**src/rtl/instruction_fetch_unit.sv**
```systemverilog
// Per-core fetch stage: owns the fetch PC, issues one-word reads to a 1-cycle ROM port
// and buffers returned words with their PC in a small FIFO for decode.
module instruction_fetch_unit #(
  parameter int                    ADDR_WIDTH = 16,
  parameter int                    DATA_WIDTH = 16,
  parameter int                    FIFO_DEPTH = 2,
  parameter logic [ADDR_WIDTH-1:0] RESET_PC   = '0
) (
  input  logic                  clk_i,
  input  logic                  rst_n_i,
  input  logic                  rom_ready_i,
  output logic                  rom_en_o,
  output logic [ADDR_WIDTH-1:0] rom_addr_o,
  input  logic [DATA_WIDTH-1:0] rom_data_i,
  input  logic                  rom_valid_i,
  input  logic                  redirect_valid_i,
  input  logic [ADDR_WIDTH-1:0] redirect_pc_i,
  input  logic                  halt_i,
  output logic                  fetch_valid_o,
  output logic [DATA_WIDTH-1:0] fetch_instr_o,
  output logic [ADDR_WIDTH-1:0] fetch_pc_o,
  input  logic                  fetch_ready_i,
  output logic                  busy_o,
  output logic [31:0]           fetch_count_o,
  output logic [15:0]           retry_count_o
);

  localparam int PTR_W = $clog2(FIFO_DEPTH);
  localparam int OCC_W = PTR_W + 1;

  typedef enum logic [1:0] {WAIT_ROM, RUN, HALTED} state_e;

  state_e                state_q, state_d;
  logic [ADDR_WIDTH-1:0] pc_q, pc_d, inflightPc_q, inflightPc_d;
  logic                  inflight_q, inflight_d, discard_q, discard_d;
  logic [OCC_W-1:0]      occ_q, occ_d;
  logic [PTR_W-1:0]      rdPtr_q, rdPtr_d, wrPtr_q, wrPtr_d;
  logic [ADDR_WIDTH-1:0] memPc_q    [FIFO_DEPTH];
  logic [DATA_WIDTH-1:0] memInstr_q [FIFO_DEPTH];
  logic [31:0]           fetchCount_q, fetchCount_d;
  logic [15:0]           retryCount_q, retryCount_d;

  logic headValid, pop, popEff, respLive, push, retry, issue;
  int   pending;

  always_comb begin
    headValid = rst_n_i && (occ_q != '0);
    pop       = headValid && fetch_ready_i;
    popEff    = pop && !redirect_valid_i;
    respLive  = rst_n_i && inflight_q && !discard_q && !redirect_valid_i;
    push      = respLive && rom_valid_i;
    retry     = respLive && !rom_valid_i;
    pending   = int'(occ_q) + int'(inflight_q) - int'(pop);
    issue     = rst_n_i && (state_q == RUN) && rom_ready_i && !halt_i &&
                !redirect_valid_i && (pending < FIFO_DEPTH);

    rom_en_o      = issue;
    rom_addr_o    = rst_n_i ? pc_q : RESET_PC;
    fetch_valid_o = headValid;
    fetch_instr_o = headValid ? memInstr_q[rdPtr_q] : '0;
    fetch_pc_o    = headValid ? memPc_q[rdPtr_q] : '0;
    busy_o        = rst_n_i && (inflight_q || (occ_q != '0));
    fetch_count_o = fetchCount_q;
    retry_count_o = retryCount_q;
  end

  always_comb begin
    state_d      = state_q;
    pc_d         = pc_q;
    inflight_d   = issue;
    inflightPc_d = issue ? pc_q : inflightPc_q;
    // A request issued while a retry rewinds the PC is out of order, so its reply is dropped.
    discard_d    = issue && retry;
    occ_d        = occ_q;
    rdPtr_d      = rdPtr_q;
    wrPtr_d      = wrPtr_q;
    fetchCount_d = popEff ? fetchCount_q + 32'd1 : fetchCount_q;
    retryCount_d = (retry && (retryCount_q != 16'hFFFF)) ? retryCount_q + 16'd1 : retryCount_q;

    if (!rom_ready_i) begin
      state_d = WAIT_ROM;
    end else begin
      case (state_q)
        WAIT_ROM: state_d = RUN;
        RUN:      if (halt_i) state_d = HALTED;
        HALTED:   if (!halt_i) state_d = RUN;
        default:  state_d = WAIT_ROM;
      endcase
    end

    if (redirect_valid_i) begin
      pc_d = redirect_pc_i;
    end else if (retry) begin
      pc_d = inflightPc_q;
    end else if (issue) begin
      pc_d = pc_q + ADDR_WIDTH'(1);
    end

    if (redirect_valid_i) begin
      occ_d   = '0;
      rdPtr_d = '0;
      wrPtr_d = '0;
    end else begin
      if (push)   wrPtr_d = wrPtr_q + PTR_W'(1);
      if (popEff) rdPtr_d = rdPtr_q + PTR_W'(1);
      occ_d = occ_q + OCC_W'(push) - OCC_W'(popEff);
    end
  end

  always_ff @(posedge clk_i) begin
    if (!rst_n_i) begin
      state_q      <= WAIT_ROM;
      pc_q         <= RESET_PC;
      inflight_q   <= 1'b0;
      inflightPc_q <= RESET_PC;
      discard_q    <= 1'b0;
      occ_q        <= '0;
      rdPtr_q      <= '0;
      wrPtr_q      <= '0;
      fetchCount_q <= '0;
      retryCount_q <= '0;
    end else begin
      state_q      <= state_d;
      pc_q         <= pc_d;
      inflight_q   <= inflight_d;
      inflightPc_q <= inflightPc_d;
      discard_q    <= discard_d;
      occ_q        <= occ_d;
      rdPtr_q      <= rdPtr_d;
      wrPtr_q      <= wrPtr_d;
      fetchCount_q <= fetchCount_d;
      retryCount_q <= retryCount_d;
    end
  end

  always_ff @(posedge clk_i) begin
    if (push) begin
      memPc_q[wrPtr_q]    <= inflightPc_q;
      memInstr_q[wrPtr_q] <= rom_data_i;
    end
  end

  pushNotFull: assert property (@(posedge clk_i) disable iff (!rst_n_i)
    !(push && !popEff && (occ_q == OCC_W'(FIFO_DEPTH))));

endmodule

```
**config.mk**
```make
export PLATFORM = sky130hd
export DESIGN_NAME = instruction_fetch_unit
export DESIGN_NICKNAME = d
export VERILOG_FILES = /design/src/rtl/instruction_fetch_unit.sv
export SDC_FILE = /design/constraint.sdc
export NUM_CORES = 1
export LEC_CHECK = 0
export ABC_AREA = 1
export CELL_PAD_IN_SITES_DETAIL_PLACEMENT = 0
export CELL_PAD_IN_SITES_GLOBAL_PLACEMENT = 1
export CORE_UTILIZATION = 42
export DETAILED_ROUTE_END_ITERATION = 8
export DONT_BUFFER_PORTS = 1
export MAX_ROUTING_LAYER = met4
export PLACE_DENSITY_LB_ADDON = 0.08
export SKIP_CTS_REPAIR_TIMING = 1
export SYNTH_ARGS = -nofsm -noshare
export SYNTH_HDL_FRONTEND = slang
export SYNTH_SLANG_ARGS = --single-unit
```
**constraint.sdc**
```tcl
create_clock -name clk_i -period 3.55 [get_ports clk_i]
set_input_delay 0.8875 -clock clk_i [delete_from_list [all_inputs] [get_ports clk_i]]
set_output_delay 0.8875 -clock clk_i [all_outputs]
set_load 0.02 [all_outputs]
```
==> key figures, run 1 <==
Status
  • Status: finished with violations
  • Failing checks: DRC

Timing
  • Fmax: 0.302 GHz
  • Max Slew Vio Count: 0
  • Normalized max-slew margin: 0.532
  • Tightest Pin Transition: approximately 700 ps
  • Setup-failing EPs final: 0
  • RSZ-0062 raised after global routing: no
  • Fin crit share: 0.932
  • Skew final: 8.98 ps
  • Final min period: about 3300 ps
  • Setup slack after layout: approximately 240 ps
  • Final Hold Vio Count: 0

Synthesis
  • Yosys reg bits: ~150
  • Synth area leader: edfxtp_1
  • Ys flop type: dfxtp_1
  • Mapped Cells: a little over 1000
  • Asr flop ratio synth: 0
  • Mapped Nets: 1079
  • Yosys warning count: 0
  • Post-synth top area share: 0.245
  • Synthesized area per cell: approximately 7.6 µm²
  • EDFF count, synth: 64
  • Mapped Area: just under 8000 µm²
  • Synth area leaders: edfxtp_1 (24%), dfxtp_1 (23%), nand2_1 (15%)
  • Seq/Total Area, Yosys: 0.472
  • Library cells used by synthesis: 35

Worst setup path
  • Critical Path RT: approximately 2700 ps
  • CP Max Fanout: 6
  • Crit path from: occ_q[1]
  • Reg-to-Reg End: pc_q[0]
  • R2R Path Start: occ_q[1]
  • R2R setup slack: ~600 ps
  • Setup crit end kind: output pin
  • CP endpoint: rom_en_o
  • Critical path class: reg -> out
  • CP Data Arrival Time: approximately 2400 ps
  • Critical Path Start Type: flop
  • R2R depth: 18

Power and ir drop
  • Sequential Power Share: 0.500
  • Pint: 2.87 mW
  • Clock power share: 0.466
  • P per Cell Area: between 400 and 500 nW/µm²
  • Total chip power: 3.75 mW
  • Peak supply drop: 321 µV
  • NetSw: about 0.88 mW
  • Switching Fraction: 0.235
  • Leak pwr: approximately 3.4 nW
  • Combinational cell fraction of total power: 0.034

CTS
  • CTS max path bufs: 2
  • Root buf cell: clkbuf_16
  • CTS clock-pin slew for the worst setup and hold paths: around 60 ps
  • Clk sinks: 153
  • Num CTS Buffers: 17
  • Worst-Skew Late Latency: 420 ps
  • TritonCTS clock tree: built
  • H-tree depth: 4

Placed design
  • GPL Wtd Cong: slightly above 0.8
  • Setup WS pre-CTS: 192 ps
  • DPL Wire Length: approximately 13000 µm
  • I/O Buffers: 0

Cells and area
  • Ant. Diodes: 0
  • Layout cells sized above 1: 0.0857
  • Total Nets Final: 1074
  • # fillers: roughly 1800
  • Fin util: 0.476
  • Synth-to-Final Area Change: 10.1%

Die
  • Initial core utilization: 0.433
  • Core Area: roughly 18000 µm²
  • Die Span Y: between 100 and 150 µm
  • Boundary Pins: about 140
  • Row count: between 40 and 50
  • Die ar.: 19200 µm²
  • Chip width: about 140 µm

Detailed routing
  • Via density: ~5
  • Iter 0 DRT Violations: 448
  • DRT antenna net count: 0
  • WL/cell: between 15 and 20 µm
  • Residual DRC: 11
  • Vias: between 6000 and 7000
  • Drt pass-1 iters: 7
  • WL final: 19100 µm

Global routing
  • Initial antenna violation count: 0
  • First-pass GRT wire length: approximately 31000 µm
  • Vias in the first global route: 5891
  • Largest net degree at the start of global routing: between 50 and 60
  • GRT Overall Usage: 0.211
  • Total grt overflow: 0

Run
  • Max_cap viols: 0

Hold path
  • HP Class: reg -> reg
## power groups by stage
| stage | Clock, mW | Combinational, mW | Sequential [mW] |
|---|---|---|---|
| after floorplan | 0 | 0.113 | 1.90 |
| after global placement | 0 | 0.126 | 1.91 |
| after detailed placement | 0 | 0.127 | 1.91 |
| after CTS | 1.79 | 0.127 | 1.87 |
| after global routing | 1.86 | 0.144 | 1.87 |
| final | 1.75 | 0.126 | 1.87 |
## worst max-delay path, cell delays in order, from the launching register on
cell and delay, ps:
dfxtp_2 380, inv_2 90, a21oi_4 160, nand2_1 110
inv_1 90, ha_1 220, inv_1 70, nand2_1 60
fa_1 490, nand3_1 80, nand2_1 60, nand2_1 70
inv_2 130
## flip-flops by register name (all words and copies together) (netlist names), named ones only
signal,flops
fetch_count_o,32
memInstr_q,32
memPc_q,32
inflightPc_q,16
pc_q,16
retry_count_o,16
occ_q,2
state_q,2
discard_q,1
inflight_q,1
rdPtr_q,1
wrPtr_q,1
## metal layers
layer  GRT usage  vias to the layer above  part of all wire
met5           -                        -                 0
met4      0.0561                        0            0.0090
met3      0.0580                       13             0.059
met2       0.298                      150              0.41
met1       0.297                     2841              0.52
li1            -                     3304                 -
## metrics by stage
step | TNS, ps | area, µm² | cells | hold WS [ps]
5_1_grt | 0 | 8640 | 1267 | 475
6_report | 0 | 8640 | 1267 | 466
2_1_floorplan | 0 | 7860 | 1031 | 426
3_3_place_gp | 0 | 8080 | 1236 | 436
4_1_cts | -5.44 | 8640 | 1267 | 461
3_5_place_dp | 0 | 8080 | 1236 | 449
## cells in the mapped netlist, drive strengths merged, types with 10 or more instances
master  number
mux2        32
o21ai       45
inv        133
a21oi       73
nor3        12
xor2        16
edfxtp      64
nand2      321
nand3       52
nor2       108
a21boi      10
nand4       11
dfxtp       89
clkbuf      26
## area by class of cell
class / instances / area, µm² / share of cell area
clock inverters: 13 / 133 / 0.0154
multi-input cells: 711 / 3510 / 0.407
well taps: 229 / 287 / 0.0332
repair buffers: 10 / 75.1 / 0.00869
flip-flops and latches: 153 / 3700 / 0.429
inverters: 133 / 499 / 0.0578
clock buffers: 18 / 429 / 0.0497
## cell families after synthesis
family	count (synthesis)	synth area share
buf+inv	167	0.0829
compound gates	137	0.0932
mux	32	0.0459
simple gates	513	0.269
xor+xnor	20	0.0223
fa+ha+maj	9	0.0153
flops	153	0.472
## placed cells by master, fill, tap and decap left out, types with 2 or more instances in the layout
cell / synthesis / layout
nor2_2: 1 / 3
nand3_1: 52 / 52
nand4_1: 10 / 10
a31oi_1: 4 / 4
dfxtp_1: 89 / 88
nand2_1: 318 / 318
nand3b_1: 3 / 3
edfxtp_1: 64 / 64
nor2_1: 106 / 104
inv_6: 0 / 6
buf_4: 0 / 10
nand2_4: 2 / 2
xnor2_1: 4 / 4
clkbuf_16: 0 / 17
nor3b_1: 3 / 3
o21a_1: 5 / 5
mux2_2: 32 / 32
inv_2: 3 / 5
nor3_1: 11 / 11
a21boi_0: 10 / 10
clkinvlp_4: 0 / 2
inv_1: 130 / 128
ha_1: 8 / 8
inv_8: 0 / 2
a21oi_1: 73 / 72
xor2_1: 16 / 16
o21ai_0: 44 / 44
## worst min path at each step
stage	start	end	slack [ps]	depth (start not counted)
2_1_floorplan	inflightPc_q[0]	memPc_q[0][0]	430	0
3_3_place_gp	inflightPc_q[8]	memPc_q[0][8]	440	0
3_5_place_dp	inflightPc_q[8]	memPc_q[1][8]	450	0
4_1_cts	inflightPc_q[8]	memPc_q[0][8]	460	0
5_1_grt	inflightPc_q[8]	memPc_q[0][8]	480	0
6_report	inflightPc_q[8]	memPc_q[0][8]	470	0
No activity file was read; power rests on OpenSTA's default activity.
==> run 2, diff against run 1 <==
- TNS_END_PERCENT: not set -> 20
- clock period: 3.55 -> 2.7 ns (I/O delays scaled with it)
==> run 2 against run 1 <==
The run ends with DRC, setup timing left. Core utilization increased by 1.6 points. Cell area increased by 3.3%. Worst hold slack got worse by 130 ps. Sequential share of layout area is 1.4 points lower. Critical path type unchanged.
==> key figures, run 2 (same netlist as run 1, synthesis figures left out) <==
Hold path
  • Depth of the worst hold-timing path: 0 (unchanged)
  • Hold endpoint: memInstr_q[1][11]
  • HP Class: in -> reg
  • Worst Hold Launch: rom_data_i[11]

CTS
  • CTS clock-pin slew for the worst setup and hold paths: 70 ps (about the same)
  • TritonCTS clock tree: built
  • Clk sinks: 153 (unchanged)
  • H-tree depth: 4 (unchanged)
  • CTS max path bufs: 2 (unchanged)
  • Worst-Skew Late Latency: 430 ps (about the same)
  • Num CTS Buffers: 17 (unchanged)
  • Root buf cell: clkbuf_16

Die
  • Boundary Pins: 138 (unchanged)
  • Core Area: 18100 µm² (unchanged)
  • Chip width: 139 µm (unchanged)
  • Die ar.: 19200 µm² (unchanged)
  • Die Span Y: 139 µm (unchanged)
  • Row count: 49 (unchanged)
  • Initial core utilization: 0.433 (unchanged)

Worst setup path
  • Critical-path top delay cell: fa_2
  • R2R depth: 15 (-3)
  • Worst stage delay on the critical path: 580 ps (+90 ps)
  • CP Max Fanout: 5 (-1)
  • CP Data Arrival Time: 2290 ps (-130 ps)
  • Critical Path Start Type: flop
  • R2R Path Start: occ_q[0]
  • Reg-to-Reg End: pc_q[14]
  • Critical path class: reg -> out
  • R2R setup slack: 180 ps (-430 ps)
  • CP Cell Sequence: inv_2, a21oi_4, nand2_2, inv_2, ha_4, inv_2, nand2_2, fa_2, nand3_2, nand2_2, nand2_4, inv_6
  • Critical Path RT: 2030 ps (-630 ps)
  • Setup crit end kind: output pin

Power and ir drop
  • P per Cell Area: 577 nW/µm² (+33%)
  • Clock power share: 0.488 (+0.022)
  • NetSw: 1.20 mW (+37%)
  • Total chip power: 5.15 mW (+37%)
  • Combinational cell fraction of total power: 0.034 (about the same)
  • Leak pwr: 3.56 nW (+4.3%)
  • Peak supply drop: 473 µV (+47%)
  • Pint: 3.95 mW (+38%)
  • Sequential Power Share: 0.478 (-0.022)
  • Switching Fraction: 0.233 (-0.00152)

Cells and area
  • Ant. Diodes: 0 (unchanged)
  • # fillers: 1821 (-0.82%)
  • Non-Filler Instances: 1287 (+1.6%)
  • Layout cells sized above 1: 0.113 (+0.0277)
  • Synth-to-Final Area Change: 13.7%
  • Total Nets Final: 1093 (+1.8%)
  • Fin util: 0.492 (+0.0157)
  • Commonest non-fill, non-tap cell in the layout: nand2_1
  • Most frequent cells in the layout: nand2_1 (314), inv_1 (126), nor2_1 (104)

Detailed routing
  • DRT antenna net count: 0 (unchanged)
  • Top layer in use: met4
  • WL final: 19500 µm (+1.9%)
  • Met2 wire length: 8220 µm (+4.7%)
  • Vias: 6424 (+1.8%)
  • Drt pass-1 iters: 7 (unchanged)
  • Met1 WL: 9960 µm (-0.14%)
  • Met3 WL post-DR: 1200 µm (+5.3%)
  • WL/cell: 15.1 µm (+0.31%)
  • Iter 0 DRT Violations: 407 (-9.2%)
  • Via density: 4.99 (+0.26%)
  • Residual DRC: 9 (-2)

Timing
  • Max Slew Vio Count: 0 (unchanged)
  • Normalized max-slew margin: 0.588 (+0.0565)
  • Setup slack after layout: -268 ps (-509 ps)
  • Fmax: about 0.34 GHz
  • Fin crit share: 1.10
  • Final Hold Vio Count: 0 (unchanged)
  • Skew final: 10.7 ps (+1.73 ps)
  • RSZ-0062 raised after global routing: yes
  • Setup-failing EPs final: 1 (+1)
  • Final min period: about 3000 ps
  • Tightest Pin Transition: 618 ps (-81.6 ps)

Status
  • Status: finished with violations
  • Failing checks: DRC, setup timing

Placed design
  • GPL Wtd Cong: 0.862 (+6.4%)
  • Post-Place Cells: 1254 (+1.5%)
  • I/O Buffers: 0 (unchanged)
  • DPL Wire Length: 13600 µm (+1.3%)

Run
  • Max_cap viols: 0 (unchanged)

Global routing
  • Total grt overflow: 0 (unchanged)
  • Largest net degree at the start of global routing: 58 (unchanged)
  • GRT Overall Usage: 0.217 (+0.00611)
  • Initial antenna violation count: 0 (unchanged)
  • First-pass GRT wire length: 32000 µm (+3.0%)
  • Vias in the first global route: 6161 (+4.6%)
==> run 2: power by group through the flow <==
| stage | clock, mW | sequential [mW] | combinational (mW) |
|---|---|---|---|
| detailed placement | 0 | 2.51 | 0.174 |
| floorplan | 0 | 2.50 | 0.149 |
| global placement | 0 | 2.51 | 0.173 |
| finish | 2.52 | 2.46 | 0.175 |
| CTS | 2.58 | 2.46 | 0.176 |
| global route | 2.68 | 2.46 | 0.200 |
==> run 2: metal layers <==
layer  GRT usage  vias up
li1            -     3351
met1       0.309     2897
met2       0.307      165
met3      0.0594       11
met4      0.0456        0
met5           -        -
==> run 2: metrics by stage <==
| stage | hold slack (ps) | instance area, µm² | TNS (ps) | setup slack, ps |
|---|---|---|---|---|
| finish | 337 | 8920 | -268 | -268 |
| global route | 311 | 8920 | -389 | -389 |
| CTS | 321 | 8870 | -371 | -371 |
| detailed placement | 450 | 8250 | -1630 | -177 |
| global placement | 435 | 8250 | -1020 | -152 |
| floorplan | 426 | 7870 | -23180 | -356 |
==> run 2: how the worst max path moves through the flow <==
stage                startpoint                to  cells after the start
2_1_floorplan  redirect_valid_i  memInstr_q[0][0]                      5
3_3_place_gp            rst_n_i          rom_en_o                     12
3_5_place_dp            rst_n_i          rom_en_o                     12
4_1_cts                occ_q[1]          rom_en_o                     12
5_1_grt                occ_q[0]          rom_en_o                     12
6_report               occ_q[0]          rom_en_o                     12
==> run 2: area by class of cell <==
| class | count | area, µm² | area share |
|---|---|---|---|
| timing repair buffer | 29 | 255 | 0.0286 |
| multi-input combinational | 711 | 3550 | 0.398 |
| clock buffer | 19 | 454 | 0.0509 |
| inverter | 133 | 504 | 0.0565 |
| clock inverter | 13 | 166 | 0.0186 |
| sequential | 153 | 3710 | 0.415 |
| tap | 229 | 287 | 0.0321 |
==> run 2: critical path, delay by kind of cell, from the launching register on <==
family / cells / cell delay, ps
buf+inv: 4 / 270
flops: 1 / 340
fa+ha+maj: 2 / 780
compound gates: 1 / 150
simple gates: 5 / 330
==> run 3, diff against run 2 <==
- SKIP_LAST_GASP: not set -> 1
==> results of run 3 <==
No change in the layout: final DEF, timing and power equal those of run 2.
